File: src/rtl/pmp_check_arbiter.sv
// pmp_check_arbiter: round-robin sharing of one combinational PMP checker between NR_REQ requesters
//   clk_i, rst_i                    clock, asynchronous active-high reset
//   req_valid_i / req_ready_o       per-requester request handshake (ready one-hot or zero)
//   req_addr_i, req_access_type_i,
//   req_priv_lvl_i                  per-requester request payload
//   rsp_valid_o, rsp_id_o,
//   rsp_allow_o, rsp_ready_i        response channel, tagged with requester index
//   pmp_*_o, pmp_allow_i            shared checker port (allow is same-cycle)
//   cfg_update_i                    PMP CSR write this cycle; a LOOKUP result is discarded
module pmp_check_arbiter #(
  parameter int PLEN   = 34,
  parameter int NR_REQ = 3,
  localparam int IW    = $clog2(NR_REQ)
) (
  input  logic                          clk_i,
  input  logic                          rst_i,
  input  logic [NR_REQ-1:0]             req_valid_i,
  output logic [NR_REQ-1:0]             req_ready_o,
  input  logic [NR_REQ-1:0][PLEN-1:0]   req_addr_i,
  input  logic [NR_REQ-1:0][2:0]        req_access_type_i,
  input  logic [NR_REQ-1:0][1:0]        req_priv_lvl_i,
  output logic                          rsp_valid_o,
  output logic [IW-1:0]                 rsp_id_o,
  output logic                          rsp_allow_o,
  input  logic [NR_REQ-1:0]             rsp_ready_i,
  output logic [PLEN-1:0]               pmp_addr_o,
  output logic [2:0]                    pmp_access_type_o,
  output logic [1:0]                    pmp_priv_lvl_o,
  input  logic                          pmp_allow_i,
  input  logic                          cfg_update_i
);
  typedef enum logic [1:0] {IDLE, LOOKUP, RESP} state_e;
  state_e          state_q, state_d;
  logic [IW-1:0]   rr_q, rr_d, id_q, id_d, win;
  logic [PLEN-1:0] addr_q, addr_d;
  logic [2:0]      acc_q, acc_d;
  logic [1:0]      priv_q, priv_d;
  logic            allow_q, allow_d, found, hs, grant;
  // Scan from the highest offset down so the lowest cyclic offset from rr wins.
  always_comb begin
    found = 1'b0;
    win   = '0;
    for (int k = NR_REQ - 1; k >= 0; k--) begin
      if (req_valid_i[(int'(rr_q) + k) % NR_REQ]) begin
        found = 1'b1;
        win   = IW'((int'(rr_q) + k) % NR_REQ);
      end
    end
  end
  always_comb begin
    hs          = state_q == RESP && rsp_ready_i[id_q];
    grant       = (state_q == IDLE || hs) && found;
    req_ready_o = grant ? NR_REQ'(1) << win : '0;
    rr_d        = grant ? (win == IW'(NR_REQ - 1) ? '0 : win + 1'b1) : rr_q;
    id_d        = grant ? win : id_q;
    addr_d      = grant ? req_addr_i[win] : addr_q;
    acc_d       = grant ? req_access_type_i[win] : acc_q;
    priv_d      = grant ? req_priv_lvl_i[win] : priv_q;
    allow_d     = (state_q == LOOKUP && !cfg_update_i) ? pmp_allow_i : allow_q;
    state_d     = state_q;
    case (state_q)
      IDLE:    state_d = grant ? LOOKUP : IDLE;
      LOOKUP:  state_d = cfg_update_i ? LOOKUP : RESP;
      RESP:    state_d = hs ? (grant ? LOOKUP : IDLE) : RESP;
      default: state_d = IDLE;
    endcase
  end
  always_ff @(posedge clk_i or posedge rst_i) begin
    if (rst_i) begin
      state_q <= IDLE;
      rr_q    <= '0;
      id_q    <= '0;
      addr_q  <= '0;
      acc_q   <= '0;
      priv_q  <= '0;
      allow_q <= 1'b0;
    end else begin
      state_q <= state_d;
      rr_q    <= rr_d;
      id_q    <= id_d;
      addr_q  <= addr_d;
      acc_q   <= acc_d;
      priv_q  <= priv_d;
      allow_q <= allow_d;
    end
  end
  assign rsp_valid_o       = state_q == RESP;
  assign rsp_id_o          = id_q;
  assign rsp_allow_o       = allow_q;
  assign pmp_addr_o        = addr_q;
  assign pmp_access_type_o = acc_q;
  assign pmp_priv_lvl_o    = priv_q;
endmodule

File: config.mk
export PLATFORM = sky130hd
export DESIGN_NAME = pmp_check_arbiter
export DESIGN_NICKNAME = d
export VERILOG_FILES = /design/src/rtl/pmp_check_arbiter.sv
export SDC_FILE = /design/constraint.sdc
export NUM_CORES = 1
export LEC_CHECK = 0
export BUFFER_PORTS_ARGS = -buffer_cell sky130_fd_sc_hd__buf_2
export CORE_MARGIN = 1
export CORE_UTILIZATION = 48
export CTS_BUF_LIST = sky130_fd_sc_hd__clkbuf_4 sky130_fd_sc_hd__clkbuf_8
export DETAILED_ROUTE_END_ITERATION = 16
export PLACE_DENSITY = 0.92
export SYNTH_ARGS = -nofsm -noshare
export SYNTH_HDL_FRONTEND = slang
export SYNTH_SLANG_ARGS = --single-unit
export TNS_END_PERCENT = 30
File: constraint.sdc
create_clock -name clk_i -period 4.9 [get_ports clk_i]
set_clock_uncertainty 0.05 [all_clocks]
set_input_delay 0.98 -clock clk_i [delete_from_list [all_inputs] [get_ports clk_i]]
set_output_delay 0.98 -clock clk_i [all_outputs]
set_load 0.005 [all_outputs]
# --- Yosys cells after proc, flatten, opt, wreduce, memory -nomap -nowiden ---
# Cells that the tools add are included.
word_totals:
  reg_bits: 46
  input_bits: 127
  output_inout_bits: 46
classes:
  shifts: 1
  addsub: 3
  eq_ne: 3
  reduce_logical: 6
  n_div: 3
  n_mux: 29
  magnitude_cmp: 5
ops:
  columns: ["operator", "n"]
  rows:
  - ["< comparator 32 x 4 -> 1 bit, second input constant", 3]
  - ["binary-select mux 34 bit (select 2 bit)", 1]
  - ["remainder unit 32 x 3 -> 32 bit, second input constant", 2]
  - ["2-to-1 mux 34 bit", 1]
  - ["remainder unit 3 x 3 -> 32 bit, second input constant", 1]
  - ["2-to-1 mux 2 bit", 7]
  - ["2-to-1 mux 1 bit", 11]
  - ["binary-select mux 1 bit (select 2 bit)", 4]
  - ["binary-select mux 3 bit (select 2 bit)", 1]
  - ["< comparator 2 x 3 -> 1 bit, second input constant", 2]
  - ["2-to-1 mux 3 bit", 2]
  - ["case mux 2 bit (3 select lines)", 1]
  - ["binary-select mux 2 bit (select 2 bit)", 1]
  - ["equality test 2 bit, second input constant", 2]
  - ["adder 2 x 1 -> 3 bit, second input constant", 1]
  - ["adder 2 x 2 -> 3 bit, second input constant", 1]
  - ["logical AND 1 bit", 3]
  - ["left shift 1 x 2 -> 3 bit, first input constant", 1]
  - ["adder 2 x 1 -> 2 bit, second input constant", 1]
  - ["equality test 2 x 1 -> 1 bit, second input constant", 1]
  - ["logical NOT 2 bit", 1]
  - ["logical NOT 1 bit", 1]
  - ["logical OR 1 bit", 1]

# --- Logic depth before layout (Yosys ltp) ---
# Gate-level depths: netlist of run 1.
depth:
  ltp_word: 12
  depth_mapped: 10

# --- Worst setup path after synthesis of run 1 ---
# OpenSTA, ideal clock, no wires.
synth_timing:
  path_type: "in2out"
  startpoint: "in req_valid_i[0]"
  endpoint: "out req_ready_o[0]"
  path_stages: 6
  n_path_buf: 1
  setup_slack_ns: 1.852
  arrival_time_ns: 2.018
  path_cell_list: "nand2b_1 > a21oi_1 > o211ai_1 > clkbuf_1 > nand3_1 > nor2_1"
synth_via:
  elab_chain_cells: 8
synth_lines:
  columns: ["item", "line_no", "text"]
  rows:
  - ["from (decl)", "17", "input logic [NR_REQ-1:0] req_valid_i,"]
  - ["binary-select mux 1 bit (select 2 bit)", "44", "if (req_valid_i[(int'(rr_q) + k) % NR_REQ]) begin"]
  - ["2-to-1 mux 1 bit (implied by the code) (2 in series)", "44", null]
  - ["2-to-1 mux 2 bit or 2-to-1 mux 1 bit (tied branches) (3 in series)", "44", null]
  - ["left shift 1 x 2 -> 3 bit or logical AND 1 bit (tied branches)", "53, 52", null]
  - ["2-to-1 mux 3 bit *", "53", "req_ready_o = grant ? NR_REQ'(1) << win : '0;"]
  - ["to (decl)", "18", "output logic [NR_REQ-1:0] req_ready_o,"]
# Mark *: on every way between the ends. The rest lies on a longest branch, timed or not. The select of a mux whose other input is x is not followed.

# --- Worst setup path in the final report of run 1 ---
layout_timing:
  startpoint: "reg rr_q[0]"
  endpoint: "out req_ready_o[0]"
layout_via:
  elab_chain_cells: 10
layout_lines:
  columns: ["item", "line_no", "text"]
  rows:
  - ["from (decl)", "34", "logic [IW-1:0] rr_q, rr_d, id_q, id_d, win;"]
  - ["from (signal assigned)", "79", "rr_q <= rr_d;"]
  - ["adder 2 x 2 -> 3 bit", "44, 46", null]
  - ["remainder unit 32 x 3 -> 32 bit", "44, 46", null]
  - ["binary-select mux 1 bit (select 2 bit)", "44", null]
  - ["2-to-1 mux 1 bit (implied by the code) (2 in series)", "44", null]
  - ["2-to-1 mux 2 bit or 2-to-1 mux 1 bit (tied branches) (3 in series)", "44", null]
  - ["left shift 1 x 2 -> 3 bit or logical AND 1 bit (tied branches)", "53, 52", null]
  - ["2-to-1 mux 3 bit *", "53", null]
# Marked as above.

==> impl_metrics.tcl, run 1 <==
set metrics [dict create \
    status "finished clean" \
    synth-edff-count 0 \
    slew_headroom 0.0772 \
    grt_max_degree 47 \
    worstSkewPairLatency_ns 0.29 \
    r2r-end "rsp_id_o[1]$_DFFE_PP0P_" \
    area_growth_pct 32.1 \
    synth_ff_type "sky130_fd_sc_hd__dfrtp_1" \
    p_switching_uw 1120 \
    rsz0062_at_grt "no" \
    clock_tree.htree_level_count 2 \
    place.gp.congestion 0.787 \
    post-route-min-period_ns 3.57 \
    timing.hold.ws_ns 0.454 \
    cpLargestDelayFamily "simple AND/OR/NAND/NOR gates" \
    post_synth_inst_count 334 \
    power.share.switching 0.464 \
    critical_path.reg2reg.startpoint "rr_q[0]$_DFFE_PP0P_" \
    r2r_setup_slack_ns 1.96 \
    via_count_of_the_first_global_routing_pass 3167 \
    power.total_uw 2420 \
    cts-root-buf "sky130_fd_sc_hd__clkbuf_8" \
    dp_slack_ns 1.47 \
    start_util 0.509 \
    design.portCount 173 \
    actual_slew_at_the_worst_max_slew_pin_ns 1.38 \
    synth.cell_area_sq_um 2870 \
    min-delay-path-class "reg -> reg" \
    cts.reportedPaths.clkPinSlew_ns 0.08 \
    post_synthesis_sequential_area_ratio 0.401 \
    tritoncts_clock_tree "yes" \
    postCtsSetupBuffers 0 \
    p_seq_frac 0.292 \
    nNetsFinal 611 \
    postSynthAreaPerCell_sq_um 8.60 \
    final-setup-viol-count 0 \
    finalHoldViolations 0 \
    endpoint_worst_hold "rsp_allow_o$_DFFE_PP0P_" \
    globalRouteOverflowTotal 0 \
    timing.critical_path.depth 8 \
    worstHoldStart "rsp_allow_o$_DFFE_PP0P_" \
    clk_path_buf_depth 2 \
    die_h_um 79.4 \
    cts_num_sinks 46 \
    port_buffers 172 \
    cp_slowest_cell "sky130_fd_sc_hd__nand2_1" \
    post_synth_net_total 464 \
    crit_path_max_incr_delay_ns 0.44 \
    die_w_um 79.4 \
    max_vdd_drop_mv 0.364 \
    routed-via-count 3425 \
    fp.coreArea_sq_um 5640 \
    drt-total-wl_mm 9.32 \
    die_area_sq_um 6300 \
    route.detailed.vias_per_inst 6.18 \
    grt.total_usage 0.294 \
    worst-path-max-fanout 16 \
    timing_max_transition_violations_final 0 \
    dpl-instance-area_sq_um 3700 \
    final_antenna_net_count 0 \
    route.detailed.wl_per_inst_um 16.8 \
    worst-path-buf-inv 3 \
    grt_pass1_wl_mm 14.5 \
    cts_inserted_buffers 5 \
    postCtsHoldBufs 0 \
    r2r.worst_path.cells 7 \
    intPower_uw 1290 \
    crit_path_launch_type "flop" \
    detail_route.iter0.violations 215 \
    hold_depth 1 \
    synth-warning-count 0 \
    worstSetupEndpointType "output pin" \
    final_sum_of_negative_setup_slack_ns 0 \
    combinationalPowerShare 0.607 \
    yosys.cell_types.count 38 \
    worstSetupPathType "reg -> out" \
    layout_worst_path_cycle_share 0.729 \
    worst-endpoint-arrival_ns 2.54 \
    number_of_violations_of_the_max_capacitance_limit 0 \
    post_cts_resized 0 \
    p_leak_uw 0.00173 \
    fmax_mhz 280 \
    p_clk_frac 0.100 \
    post_synthesis_sequential_element_count 46 \
    num_antenna_cells 0 \
    antenna_violations_before_repair 0 \
    cellPowerDensity_nw_per_um2 637 \
    finalInstanceArea_sq_um 3790 \
    finalWorstSetupSlack_ns 1.33 \
    remaining_drc_errors 0 \
    asyncSetResetFlopFracSynth 1.00 \
    floorplan.rows 27 \
    critical_path_data_required_time_ns 3.87 \
    fill_cells 481 \
    post_route_cells_drive_above_1_share 0.413 \
    path_cells "inv_1, ha_1, inv_2, a311o_1, nand2_1, nand3_1, nor2_1, buf_2" \
    hpwl_mm 6.43 \
    dr.pass1.iters 6 \
]
-- placed cells by master (no fill, tap or decap), drive strengths merged, types with 2 or more instances in the layout --
| cell type | n |
|---|---|
| mux2i | 3 |
| ha | 3 |
| nor2b | 3 |
| nand3 | 2 |
| mux2 | 5 |
| a41oi | 39 |
| nor2 | 2 |
| inv | 7 |
| nand2 | 45 |
| nand4 | 39 |
| a21oi | 43 |
| buf | 179 |
| dfrtp | 46 |
| o21ai | 41 |
| clkbuf | 7 |
| and2 | 2 |
-- metal layers --
layer  GRT usage  vias to the layer above  routed length, um  part of all wire
li1            -                     1574                  -                 -
met1       0.364                     1617               3730              0.40
met2       0.507                      219               4700              0.50
met3      0.0494                       15                778             0.084
met4       0.116                        0                 99             0.011
met5           0                        -                  0                 0
-- cells in the mapped netlist, drive strengths merged, types with 2 or more instances --
library cell,n,area share
a41oi,39,0.12
mux2i,3,0.010
o21ai,41,0.071
inv,7,0.0091
dfrtp,46,0.40
nand2,45,0.059
ha,3,0.013
nor2,2,0.0026
buf,23,0.051
nand4,39,0.085
a21oi,43,0.075
nand3,2,0.0035
clkbuf,16,0.021
nor2b,3,0.0065
and2,2,0.0044
mux2,5,0.021
-- registers in the layout, summed over array words and instances, names as in the netlist --
register           count
pmp_addr_o            34
state_q                2
pmp_priv_lvl_o         2
rr_q                   2
pmp_access_type_o      3
rsp_allow_o            1
rsp_id_o               2
-- stage by stage --
step,cells,utilization
after CTS,554,0.672
after floorplan,334,-
after detailed placement,546,0.656
after global placement,546,0.656
final,554,0.672
after global routing,554,0.672
-- logic make-up (layout without fill, tap and decap cells) --
family	count (synthesis)	in the layout	synth area share
AO/OA/AOI/OAI	133	133	0.302
adder cells (fa/ha/maj)	3	3	0.0131
buffers and inverters	46	194	0.0810
flip-flops	46	46	0.401
multiplexers	8	8	0.0314
AND/OR/NAND/NOR	98	98	0.172
-- final cells by class --
| type | instances | area [sq um] | share of cell area |
|---|---|---|---|
| Tap cell | 72 | 90.1 | 0.0237 |
| Sequential cell | 46 | 1150 | 0.303 |
| Inverter | 7 | 26.3 | 0.00693 |
| Clock inverter | 1 | 5.00 | 0.00132 |
| Multi-Input combinational cell | 242 | 1520 | 0.400 |
| Clock buffer | 7 | 90.1 | 0.0237 |
| Timing Repair Buffer | 179 | 913 | 0.241 |
-- power groups by stage --
stage                     Clock, uW  Sequential (uW)  Combinational (uW)
final                           242              706                1470
after global routing            259              726                1620
after CTS                       248              702                1450
after detailed placement          0              707                1450
after global placement            0              707                1400
after floorplan                   0              704                1010
-- how the worst max path moves through the flow --
stage | startpoint | slack, ns | endpoint
after floorplan | req_valid_i[0] | 1.85 | req_ready_o[0]
after global placement | req_valid_i[0] | 1.56 | req_ready_o[0]
after detailed placement | req_valid_i[1] | 1.47 | req_ready_o[1]
after CTS | rr_q[0]$_DFFE_PP0P_ | 1.38 | req_ready_o[0]
after global routing | rr_q[0]$_DFFE_PP0P_ | 1.24 | req_ready_o[0]
final | rr_q[0]$_DFFE_PP0P_ | 1.33 | req_ready_o[0]
Power figures use the tool's default switching activity.
==> run 2: changes to the inputs <==
Settings changed: ABC_AREA set to 1, CORE_UTILIZATION 48 to 42, PLACE_DENSITY 0.92 to 0.83.
Clock period 4.9 ns to 3.05 ns, I/O delays scaled along.
==> run 2 against run 1 <==
Via count increased by 8.6%. Sequential share of layout area decreased by 3.1 points. Count of clock-buffer cells in the layout decreased by 1. Hold slack got worse by 0.048 ns. Area after synthesis increased by 12%. Global-route usage decreased by 6.2 points. Setup slack got worse by 1.2 ns. Clock power increased by 62%. Synthesized cell count increased by 56%. Sequential power increased by 57%. Critical path depth increased by 5.
==> impl_metrics.tcl, run 2 <==
set metrics [dict create \
    fill_cells 740 \
    combinationalPowerShare 0.704 \
    worst-path-max-fanout 24 \
    antenna_violations_before_repair 0 \
    post_route_cells_drive_above_1_share 0.302 \
    dp_slack_ns 0.329 \
    worstSkewPairLatency_ns 0.30 \
    grt_pass1_wl_mm 14.4 \
    final_antenna_net_count 0 \
    post_synth_inst_count 520 \
    worstSetupEndpointType "output pin" \
    placed_cells_incl_taps 773 \
    dpl-instance-area_sq_um 4110 \
    status "finished clean" \
    critical_path.reg2reg.startpoint "rr_q[1]$_DFFE_PP0P_" \
    remaining_drc_errors 0 \
    cts-root-buf "sky130_fd_sc_hd__clkbuf_8" \
    mostFrequentLayoutCell "sky130_fd_sc_hd__buf_2" \
    synth.cell_area_sq_um 3220 \
    route.detailed.wl_per_inst_um 11.9 \
    worstSetupPathType "reg -> out" \
    die_h_um 89.6 \
    p_clk_frac 0.077 \
    hpwl_mm 6.96 \
    route.detailed.vias_per_inst 4.75 \
    postSynthAreaPerCell_sq_um 6.20 \
    hold_depth 1 \
    asyncSetResetFlopFracSynth 1.00 \
    number_of_violations_of_the_max_capacitance_limit 0 \
    p_seq_frac 0.219 \
    final-setup-viol-count 0 \
    final_cells 784 \
    post-route-min-period_ns 2.91 \
    synthDominantCellAreaShare 0.357 \
    dr.pass1.iters 4 \
    slew_headroom 0.365 \
    actual_slew_at_the_worst_max_slew_pin_ns 0.951 \
    min-delay-path-class "reg -> reg" \
    detail_route.iter0.violations 132 \
    post_synthesis_sequential_area_ratio 0.357 \
    power.total_uw 5070 \
    start_util 0.440 \
    die_area_sq_um 8030 \
    endpoint_worst_hold "state_q[0]$_DFF_PP0_" \
    synth_common_cells "sky130_fd_sc_hd__nand2_1 (148), sky130_fd_sc_hd__nor2_1 (126), sky130_fd_sc_hd__inv_1 (85)" \
    critical_path_data_required_time_ns 2.39 \
    r2r_setup_slack_ns 0.59 \
    cpMostUsedCell "sky130_fd_sc_hd__nand2_1" \
    drt-total-wl_mm 9.36 \
    fmax_mhz 344 \
    crit_path_max_incr_delay_ns 0.40 \
    cts_inserted_buffers 5 \
    clk_path_buf_depth 2 \
    cts_num_sinks 46 \
    cp_slowest_cell "sky130_fd_sc_hd__dfrtp_1" \
    design.portCount 173 \
    number_of_flip_flops_in_the_largest_register 34 \
    finalInstanceArea_sq_um 4230 \
    tritoncts_clock_tree "yes" \
    p_switching_uw 2660 \
    synth-edff-count 0 \
    worst-endpoint-arrival_ns 2.25 \
    fp.coreArea_sq_um 7330 \
    power.share.switching 0.525 \
    layout_common_cells "sky130_fd_sc_hd__buf_2 (172), sky130_fd_sc_hd__nand2_1 (148), sky130_fd_sc_hd__nor2_1 (126)" \
    final_sum_of_negative_setup_slack_ns 0 \
    grt_max_degree 47 \
    post_synth_net_total 650 \
    r2r.worst_path.cells 15 \
    multi_input_area_sq_um 1600 \
    area_growth_pct 31.3 \
    num_antenna_cells 0 \
    path_cells "inv_1, ha_1, inv_2, nand2_1, nand2_1, nand2_2, nand2_1, nand2_1, buf_4, nand2_2, nand2_1, inv_1, buf_2" \
    clock_tree.htree_level_count 2 \
    rsz0062_at_grt "no" \
    critical_path.startpoint "rr_q[1]$_DFFE_PP0P_" \
    p_leak_uw 0.00262 \
    worstHoldStart "state_q[1]$_DFF_PP0_" \
    routed-via-count 3721 \
    nNetsFinal 814 \
    max_vdd_drop_mv 0.567 \
    synth_ff_type "sky130_fd_sc_hd__dfrtp_1" \
    r2r-end "pmp_addr_o[27]$_DFFE_PP0P_" \
    timing_max_transition_violations_final 0 \
    die_w_um 89.6 \
    final-seq-area_sq_um 1150 \
    place.gp.congestion 0.836 \
    cellPowerDensity_nw_per_um2 1200 \
    globalRouteOverflowTotal 0 \
    synth-warning-count 0 \
    finalHoldViolations 0 \
    cts.reportedPaths.clkPinSlew_ns 0.09 \
    floorplan.rows 31 \
    intPower_uw 2410 \
    post_synthesis_sequential_element_count 46 \
    grt.total_usage 0.232 \
    yosys.cell_types.count 21 \
    yosys.cell_count.top_type "sky130_fd_sc_hd__nand2_1" \
    finalWorstSetupSlack_ns 0.143 \
    synth_area_leader_cell "sky130_fd_sc_hd__dfrtp_1" \
    crit_path_launch_type "flop" \
    via_count_of_the_first_global_routing_pass 3197 \
    yosys-top-cells-area "sky130_fd_sc_hd__dfrtp_1 (36%), sky130_fd_sc_hd__nand2_1 (17%), sky130_fd_sc_hd__nor2_1 (15%)" \
    layout_worst_path_cycle_share 0.953 \
    port_buffers 172 \
]
## run 2: cell count changes after synthesis, moves of 29 or more
cell and change:
sky130_fd_sc_hd__a21oi_1 -41, sky130_fd_sc_hd__nand2_1 +103, sky130_fd_sc_hd__a41oi_1 -37, sky130_fd_sc_hd__o21ai_0 -29
sky130_fd_sc_hd__nor2_1 +124, sky130_fd_sc_hd__inv_1 +79
## run 2: cell type report
| class | instances | area share |
|---|---|---|
| Multi-Input combinational cell | 361 | 0.377 |
| Sequential cell | 46 | 0.272 |
| Timing Repair Buffer | 181 | 0.219 |
| Inverter | 89 | 0.0798 |
| Tap cell | 99 | 0.0293 |
| Clock buffer | 6 | 0.0195 |
| Clock inverter | 2 | 0.00296 |
## run 2: cell families (layout without fill, tap and decap cells)
logic type               after synthesis  after routing  synth area share
multiplexers                           1              1           0.00349
AND/OR/NAND/NOR                      348            349             0.462
flip-flops                            46             46             0.357
AO/OA/AOI/OAI                          8              8            0.0151
adder cells (fa/ha/maj)                3              3            0.0116
buffers and inverters                114            278             0.151
## run 2: power groups by stage
stage	Sequential, uW	Combinational (uW)	Clock, uW
global placement	1110	3360	0
finish	1110	3570	393
CTS	1110	3550	404
global route	1150	4090	425
floorplan	1140	2630	0
detailed placement	1120	3480	0
## run 2: what timing repair did
item,in CTS,in global routing
endpoints found under the setup margin,1,2
gates resized for setup,0,1
hold buffers,0,0
cloned,1,0
buffers inserted,1,1
pin swaps,1,0
## run 2: layer usage
metal / share of wire / up-vias / GRT usage / wire length, um
met4: 0.013 / 0 / 0.0635 / 125
li1: - / 1875 / - / -
met1: 0.42 / 1655 / 0.275 / 3890
met5: 0 / - / 0 / 0
met2: 0.49 / 179 / 0.426 / 4590
met3: 0.080 / 12 / 0.0448 / 752
## run 2: critical path, delay by kind of cell, from the launching register on
kind | cells | cell delay (ns)
AND/OR/NAND/NOR | 7 | 0.66
buffers and inverters | 5 | 0.64
flip-flops | 1 | 0.40
adder cells (fa/ha/maj) | 1 | 0.24
## run 2: how the worst max path moves through the flow
stage                                 to  slack (ns)  cells past startpoint
after CTS                 req_ready_o[0]         0.1                     10
after floorplan           req_ready_o[1]        0.75                     12
after global routing      req_ready_o[1]       0.005                     13
after detailed placement  req_ready_o[0]        0.33                     10
after global placement    req_ready_o[0]        0.44                     10
final                     req_ready_o[1]        0.14                     13
## run 2: stage by stage
step | hold WS [ns] | util
finish | 0.406 | 0.577
detailed placement | 0.393 | 0.561
global placement | 0.374 | 0.561
floorplan | 0.368 | -
global route | 0.426 | 0.577
CTS | 0.404 | 0.576
